File: config.mk
export PLATFORM = sky130hd
export DESIGN_NAME = fifo_sync_param
export DESIGN_NICKNAME = d
export VERILOG_FILES = /design/src/rtl/fifo_sync_param.sv
export SDC_FILE = /design/constraint.sdc
export NUM_CORES = 1
export LEC_CHECK = 0
export BUFFER_PORTS_ARGS = -buffer_cell sky130_fd_sc_hd__clkbuf_2
export CORE_MARGIN = 2
export CORE_UTILIZATION = 40
export DETAILED_ROUTE_END_ITERATION = 7
export SLEW_MARGIN = 20
export SYNTH_ARGS = -nofsm -noshare
export SYNTH_HDL_FRONTEND = slang
export SYNTH_SLANG_ARGS = --single-unit
File: constraint.sdc
create_clock -name clk -period 5.6 [get_ports clk]
set_input_delay 0.28 -clock clk [delete_from_list [all_inputs] [get_ports clk]]
set_output_delay 0.28 -clock clk [all_outputs]
set_load 0.05 [all_outputs]
File: src/rtl/fifo_sync_param.sv
// ----------------------------------------------------------------------------
// fifo_sync_param
//
// Single-clock parametrised FIFO used as a rate-smoothing buffer between
// producer and consumer stages that share one clock. It provides an occupancy
// count, almost-full/almost-empty thresholds and sticky overflow/underflow
// flags. It also defines behaviour for a simultaneous read and write when the
// FIFO is empty or full.
//
// Parameters:
//   DATA_W   - data word width in bits (>= 1)
//   DEPTH    - number of entries, power of two (>= 2)
//   AF_LEVEL - almost_full when count >= AF_LEVEL (1..DEPTH)
//   AE_LEVEL - almost_empty when count <= AE_LEVEL (0..DEPTH-1)
//
// Ports:
//   clk          in   rising-edge clock
//   reset_n      in   asynchronous active-low reset
//   wr           in   write request (accepted when not full)
//   rd           in   read request (accepted when not empty)
//   data_in      in   write data, sampled when a write is accepted
//   err_clr      in   synchronous clear of overflow/underflow
//   data_out     out  read data (registered)
//   empty        out  no entries stored
//   full         out  DEPTH entries stored
//   almost_full  out  count >= AF_LEVEL
//   almost_empty out  count <= AE_LEVEL
//   count        out  occupancy 0..DEPTH
//   overflow     out  sticky: write attempted while full
//   underflow    out  sticky: read attempted while empty
//
// Build option:
//   FIFO_FWFT_EN - when defined, the FIFO is first-word-fall-through. data_out
//                  presents the head word whenever the FIFO is not empty, and
//                  it is 0 while the FIFO is empty. rd acknowledges and pops
//                  the head word. When the macro is undefined, a read returns
//                  registered data one cycle after it is accepted.
// ----------------------------------------------------------------------------
module fifo_sync_param #(
    parameter int DATA_W   = 8,
    parameter int DEPTH    = 8,
    parameter int AF_LEVEL = 6,
    parameter int AE_LEVEL = 2
) (
    input  logic                     clk,
    input  logic                     reset_n,
    input  logic                     wr,
    input  logic                     rd,
    input  logic [DATA_W-1:0]        data_in,
    input  logic                     err_clr,
    output logic [DATA_W-1:0]        data_out,
    output logic                     empty,
    output logic                     full,
    output logic                     almost_full,
    output logic                     almost_empty,
    output logic [$clog2(DEPTH):0]   count,
    output logic                     overflow,
    output logic                     underflow
);

    localparam int ADDR_W = $clog2(DEPTH);
    localparam int CNT_W  = ADDR_W + 1;
    localparam int PTR_W  = ADDR_W + 1;

    localparam logic [CNT_W-1:0] CNT_ONE = {{(CNT_W-1){1'b0}}, 1'b1};
    localparam logic [PTR_W-1:0] PTR_ONE = {{(PTR_W-1){1'b0}}, 1'b1};
    localparam logic [CNT_W-1:0] AF_CNT  = CNT_W'(AF_LEVEL);
    localparam logic [CNT_W-1:0] AE_CNT  = CNT_W'(AE_LEVEL);

    // Storage. It is deliberately left unreset; the pointers define validity.
    logic [DATA_W-1:0] mem_q [DEPTH];

    // The pointers carry one extra MSB, which acts as a wrap bit.
    logic [PTR_W-1:0]  wr_ptr_q, wr_ptr_d;
    logic [PTR_W-1:0]  rd_ptr_q, rd_ptr_d;
    logic [CNT_W-1:0]  count_q, count_d;
    logic [DATA_W-1:0] dout_q, dout_d;
    logic              empty_q, empty_d;
    logic              full_q, full_d;
    logic              af_q, af_d;
    logic              ae_q, ae_d;
    logic              ovf_q, ovf_d;
    logic              udf_q, udf_d;

    logic              wr_acc_s;
    logic              rd_acc_s;

    // Acceptance decisions use only the registered (pre-edge) status.
    assign wr_acc_s = wr & ~full_q;
    assign rd_acc_s = rd & ~empty_q;

    // Next-state for pointers, occupancy, status flags and sticky errors.
    always_comb begin
        wr_ptr_d = wr_ptr_q;
        rd_ptr_d = rd_ptr_q;
        count_d  = count_q;
        ovf_d    = ovf_q;
        udf_d    = udf_q;

        if (wr_acc_s) begin
            wr_ptr_d = wr_ptr_q + PTR_ONE;
        end else begin
            wr_ptr_d = wr_ptr_q;
        end

        if (rd_acc_s) begin
            rd_ptr_d = rd_ptr_q + PTR_ONE;
        end else begin
            rd_ptr_d = rd_ptr_q;
        end

        case ({wr_acc_s, rd_acc_s})
            2'b10:   count_d = count_q + CNT_ONE;
            2'b01:   count_d = count_q - CNT_ONE;
            default: count_d = count_q;
        endcase

        // The FIFO is empty when the pointers are identical. It is full when
        // only the wrap bits differ.
        empty_d = (wr_ptr_d == rd_ptr_d);
        full_d  = (wr_ptr_d[ADDR_W-1:0] == rd_ptr_d[ADDR_W-1:0]) &&
                  (wr_ptr_d[ADDR_W] != rd_ptr_d[ADDR_W]);
        af_d    = (count_d >= AF_CNT);
        ae_d    = (count_d <= AE_CNT);

        // A new error takes priority over err_clr in the same cycle.
        if (wr && full_q) begin
            ovf_d = 1'b1;
        end else if (err_clr) begin
            ovf_d = 1'b0;
        end else begin
            ovf_d = ovf_q;
        end

        if (rd && empty_q) begin
            udf_d = 1'b1;
        end else if (err_clr) begin
            udf_d = 1'b0;
        end else begin
            udf_d = udf_q;
        end
    end

`ifdef FIFO_FWFT_EN
    // Head-word presentation: the output register is loaded with the word
    // that will be at the head after this edge. That word is forwarded from
    // data_in when it is being written into the slot that becomes the head.
    always_comb begin
        dout_d = dout_q;
        if (empty_d) begin
            dout_d = {DATA_W{1'b0}};
        end else if (wr_acc_s && (wr_ptr_q[ADDR_W-1:0] == rd_ptr_d[ADDR_W-1:0])) begin
            dout_d = data_in;
        end else begin
            dout_d = mem_q[rd_ptr_d[ADDR_W-1:0]];
        end
    end
`else
    // Registered read: an accepted read loads the head word. Otherwise the
    // output register holds its value.
    always_comb begin
        dout_d = dout_q;
        if (rd_acc_s) begin
            dout_d = mem_q[rd_ptr_q[ADDR_W-1:0]];
        end else begin
            dout_d = dout_q;
        end
    end
`endif

    // Storage write port.
    always_ff @(posedge clk) begin
        if (wr_acc_s) begin
            mem_q[wr_ptr_q[ADDR_W-1:0]] <= data_in;
        end
    end

    // Control and status registers with asynchronous reset.
    always_ff @(posedge clk or negedge reset_n) begin
        if (!reset_n) begin
            wr_ptr_q <= {PTR_W{1'b0}};
            rd_ptr_q <= {PTR_W{1'b0}};
            count_q  <= {CNT_W{1'b0}};
            dout_q   <= {DATA_W{1'b0}};
            empty_q  <= 1'b1;
            full_q   <= 1'b0;
            af_q     <= 1'b0;
            ae_q     <= 1'b1;
            ovf_q    <= 1'b0;
            udf_q    <= 1'b0;
        end else begin
            wr_ptr_q <= wr_ptr_d;
            rd_ptr_q <= rd_ptr_d;
            count_q  <= count_d;
            dout_q   <= dout_d;
            empty_q  <= empty_d;
            full_q   <= full_d;
            af_q     <= af_d;
            ae_q     <= ae_d;
            ovf_q    <= ovf_d;
            udf_q    <= udf_d;
        end
    end

    assign data_out     = dout_q;
    assign empty        = empty_q;
    assign full         = full_q;
    assign almost_full  = af_q;
    assign almost_empty = ae_q;
    assign count        = count_q;
    assign overflow     = ovf_q;
    assign underflow    = udf_q;

endmodule
**Word-level counts from Yosys, hierarchy flattened**

Memory sizes are Yosys's and may differ from the RTL's. A register that Yosys moved wholly into a read port is not among the register bits.
Index checks and enable logic that the tools add are counted.

- Flip-flop bits (word level): 18
- Memories kept: 1
- Input port bits: 13
- Output and inout bits: 18
- RAM bits: 64
- Word-level logic and storage cells: 39

- Multiplexer cells: 8
- Add/subtract/negate cells: 4
- Reductions and logical operators: 6
- Bitwise gates (word level): 4
- Equality and inequality tests: 5
- $lt $le $gt $ge: 2

Memories:

| name | words | width | read ports | clocked after Yosys merged registers in | wr ports | RTL line | source |
|---|---|---|---|---|---|---|---|
| mem_q | 8 | 8 | 1 | 1 | 1 | 71 | `logic [DATA_W-1:0] mem_q [DEPTH];` |

Operator list:

| cell | number |
|---|---|
| $add A4 B1 Y4 const B | 3 |
| $mux W4 | 2 |
| $pmux W4 S2 | 1 |
| $mux W1 | 5 |
| $eq A4 B4 Y1 | 1 |
| $ge A4 B3 Y1 const B | 1 |
| $le A4 B2 Y1 const B | 1 |
| $reduce_bool A2 Y1 | 2 |
| $sub A4 B1 Y4 const B | 1 |
| $eq A3 B3 Y1 | 1 |
| $logic_and A1 B1 Y1 | 3 |
| $and A1 B1 Y1 | 2 |
| $eq A2 B1 Y1 const B | 1 |
| $eq A2 B2 Y1 const B | 1 |
| $not A1 Y1 | 2 |
| $logic_not A1 Y1 | 1 |
| $ne A1 B1 Y1 | 1 |

**Depth between registers and ports, before layout**

- Depth after elaboration: 5
- Gate-level depth with buffers: 10
- Mapped depth without buffers: 10

**Worst setup path before layout**

OpenSTA, ideal clock, no wires.

- Kind: flip-flop to flip-flop
- From: reg full_q (netlist: full)
- To: reg af_q (netlist: almost_full)
- Library setup time: 0.119 ns
- Arrival time: 2.128 ns
- Stages on the path, launching flop included: 11
- Path buffers: 0
- Clock period less this slack: 2.247 ns
- Setup slack: 3.353 ns
- Required time: 5.481 ns
- Cell sequence: dfrtp_1 > nor2b_4 > inv_4 > nand2_1 > xnor2_1 > ha_1 > a21oi_1 > a21boi_0 > nor3_1 > xor2_1 > a21bo_2

- Longest elaborated chain between the ends: 5
- Elaborated cells on any way between the ends: 6
- Classes of those cells: order compare (1); eq/ne (2); mux (1); bitwise (2)

Ends and longest elaborated chain:

| element | RTL line | source |
|---|---|---|
| start: declaration | 79 | `logic full_q, full_d;` |
| start signal: assignment | 197 | `full_q <= full_d;` |
| $not A1 Y1 (*) | 89 | `assign wr_acc_s = wr & ~full_q;` |
| $and A1 B1 Y1 (*) | 89 |  |
| $eq A2 B1 Y1 or $eq A2 B2 Y1 (tied branches) | 112 | `case ({wr_acc_s, rd_acc_s})` |
| $pmux W4 S2 (*) | 112 |  |
| named net count_d[2] | 76 | `logic [CNT_W-1:0] count_q, count_d;` |
| $ge A4 B3 Y1 (*) | 123 | `af_d = (count_d >= AF_CNT);` |
| named net af_d | 80 | `logic af_q, af_d;` |
| end signal: assignment | 187 | `af_q <= 1'b0;` |
| end signal: assignment | 198 | `af_q <= af_d;` |
| end: declaration | 80 |  |

The timed path passes the listed nets; every way through them passes the cells marked *.
A chain may end at the register's enable or synchronous reset.

**Worst setup path in the final report**

- From: reg empty_q (netlist: empty)
- To: reg af_q (netlist: almost_full)

- Longest elaborated chain between the ends: 5
- Elaborated cells on any way between the ends: 6
- Classes of those cells: order compare (1); eq/ne (2); mux (1); bitwise (2)

Ends and longest elaborated chain:

| element | RTL line | source |
|---|---|---|
| start: declaration | 78 | `logic empty_q, empty_d;` |
| start signal: assignment | 196 | `empty_q <= empty_d;` |
| $not A1 Y1 (*) | 90 | `assign rd_acc_s = rd & ~empty_q;` |
| $and A1 B1 Y1 (*) | 90 |  |
| $eq A2 B1 Y1 or $eq A2 B2 Y1 (tied branches) | 112 |  |
| $pmux W4 S2 (*) | 112 |  |
| named net count_d[2] | 76 |  |
| $ge A4 B3 Y1 (*) | 123 |  |
| named net af_d | 80 |  |

Marked as above.

==> qor.yml <==
routing:
  wire_per_inst_um: 17.37
  ant_nets: 0
  num_vias: 1860
  avgViaCountPerCell: 5.138
  wl_mm: 6.287
  drt_first_pass_iters: 4
  drc: 0
  drtIter0Drc: 95
power_and_ir_drop:
  combPwrFrac: 0.367
  p_clk_frac: 0.194
  power.density_nw_per_um2: 550.7
  p_leak_nw: 1.526
  power_switching_mw: 0.8567
  p_int_mw: 1.432
  sequentialPowerShare: 0.439
  ir_drop_mv: 0.1809
  power.share.switching: 0.3742
placement:
  dp_hpwl_mm: 4.062
  port_buffers: 30
  gp_congestion: 0.7608
sta:
  finalSetupViolCount: 0
  final_max_slew_viol_count: 0
  skew_ns: 0.01053
  tightest_slew_ns: 0.9737
  period_minus_slack_ns: 2.675
  finalCritPeriodShare: 0.4777
  max_freq_ghz: 0.3738
  slew_headroom: 0.3484
  rsz0062_at_grt: "no"
  setup_tns_ns: 0
  final_hold_viol_count: 0
run:
  maxCapViolations: 0
status:
  status: "finished, final reports clean"
layout:
  fin_util: 0.4720
  layout-drive-gt1-share: 0.3150
  final_nets: 266
  area_delta_synth_final_pct: 13.57
  n_antenna_cell: 0
  final_common_cell: "edfxtp_1"
  layout_common_cells: "64 x edfxtp_1, 30 x clkbuf_2, 24 x dfrtp_1"
grt:
  grt_pass1_vias: 1841
  grt.total_usage: 0.1371
  grt_pass1_wl_mm: 9.901
  grt_overflow: 0
  grt_max_degree: 27
  antenna_found_initial: 0
clock_network:
  post_cts_resized: 0
  ctsRootBufferMaster: "clkbuf_8"
  cts_buffer_depth: 2
  htree_num_levels: 3
  numCtsBuffers: 9
  cts_sinks: 90
  clock_latency_ns: 0.35
  path_clk_slew_ns: 0.09
  cts_tree: "done"
critical_path:
  cp_max_fo: 20
  endpoint_kind: "register"
  worstSetupStartpointType: "register"
  critPathRequiredTime_ns: 5.85
  cp.arrival_ns: 2.93
  worstSetupPathType: "register to register"
yosys:
  synth_seq_area_share: 0.7036
  synth_area_sq_um: 3660
  yosysWarnings: 0
  syn_area_per_cell_sq_um: 17.34
  yosysUniqueCellTypes: 39
  synth_nets: 228
  yosys_register_bits: 90
  synthCells: 211
die:
  die_w_um: 99.65
  core_sq_um: 8806
  die_area_sq_um: 9930
  ios: 31
  rows: 34
  die_h_um: 99.65
  start_util: 0.4156
worst_hold_path:
  hold_class: "input port to register"
-- state kept, by name, summed over array words and instances, names as in the netlist --
name and cells:
almost_empty 1, almost_full 1, count 4, data_out 8
empty 1, full 1, mem_q 64, overflow 1
rd_ptr_q 4, underflow 1, wr_ptr_q 4
-- synth_stat cells (all sizes together) --
master	instances	area share
a21bo	1	0.0027
a21boi	1	0.0021
a21oi	4	0.0055
a31oi	1	0.0017
and4b	1	0.0027
buf	4	0.0062
clkbuf	3	0.0058
dfrtp	24	0.16
dfstp	2	0.014
edfxtp	64	0.53
ha	4	0.014
inv	8	0.0089
mux2	3	0.014
mux2i	8	0.022
mux4	16	0.098
nand2	15	0.015
nand2b	3	0.0051
nand3b	3	0.0062
nand4	1	0.0017
nor2	4	0.0048
nor2b	3	0.0079
nor3	7	0.0096
nor4	1	0.0017
nor4b	2	0.0048
o21a	1	0.0021
o21ai	11	0.015
o22ai	1	0.0017
or3	1	0.0031
xnor2	9	0.022
xor2	5	0.012
-- kinds of logic after synthesis --
family | Yosys count | synth area share
flops | 90 | 0.7036
simple gates | 41 | 0.06291
mux | 27 | 0.1347
compound gates | 20 | 0.03077
buf+inv | 15 | 0.02085
xor+xnor | 14 | 0.03350
fa+ha+maj | 4 | 0.01368
-- stage by stage --
| stage | cells | hold slack (ns) | instance area, sq um | total power, mW | setup slack (ns) |
|---|---|---|---|---|---|
| 3_3_place_gp | 345 | 0.3338 | 3945 | 1.863 | 3.005 |
| 4_1_cts | 362 | 0.1072 | 4156 | 2.314 | 2.917 |
| 5_1_grt | 362 | 0.1155 | 4156 | 2.426 | 2.631 |
| 2_1_floorplan | 211 | -0.01559 | 3660 | 1.669 | 3.353 |
| 6_report | 362 | 0.1179 | 4156 | 2.289 | 2.925 |
| 3_5_place_dp | 345 | 0.3334 | 3945 | 1.872 | 2.940 |
-- power groups by stage --
stage                     clock (mW)  combinational [mW]  sequential, mW
after global routing           0.481               0.917            1.03
after detailed placement           0               0.848            1.02
final                          0.445               0.840            1.00
after global placement             0               0.845            1.02
after CTS                      0.454               0.851            1.01
after floorplan                    0               0.527            1.14
-- layout make-up --
type / count / area [sq um]
Fill cell: 742 / 4649
Sequential cell: 90 / 2575
Multi-Input combinational cell: 106 / 1030
Timing Repair Buffer: 34 / 182.7
Tap cell: 108 / 135.1
Clock buffer: 10 / 127.6
Clock inverter: 6 / 73.82
Inverter: 8 / 32.53
-- metal layers --
layer  wire, um  vias up  GRT usage
met2       3117       45     0.2188
li1           -      877          -
met1       2834      933     0.1784
met4         63        0    0.04953
met3        271        5    0.04216
met5          0        -          0
-- worst max-delay path, cell delays in order (launching register included) --
cell and delay, ns:
dfstp_2 0.55, nand2b_1 0.53, inv_2 0.18, nand2_1 0.12
xnor2_1 0.06, ha_1 0.18, a21oi_1 0.16, a21boi_0 0.34
nor3_1 0.11, xor2_1 0.16, a21bo_2 0.20
-- what timing repair did --
item                                   in CTS  in global routing
endpoints found under the hold margin      24                  0
setup buffers                               0                  0
hold buffers                                1                  0
-- worst paths after layout --
kind / startpoint / to / cells after the start / slack [ns]
worst min register to register: data_out[3]$_DFFE_PN0P_ / data_out[3]$_DFFE_PN0P_ / 2 / 0.48
max in group asynchronous: reset_n / wr_ptr_q[3]$_DFF_PN0_ / 2 / 4.70
min in group asynchronous: reset_n / data_out[6]$_DFFE_PN0P_ / 2 / 0.48
worst min-delay path: err_clr / overflow$_DFFE_PN0P_ / 2 / 0.12
worst max register to register: empty$_DFF_PN1_ / almost_full$_DFF_PN0_ / 10 / 2.92
worst max-delay path: empty$_DFF_PN1_ / almost_full$_DFF_PN0_ / 10 / 2.92
Note: power is estimated with default switching activity, not from simulation.
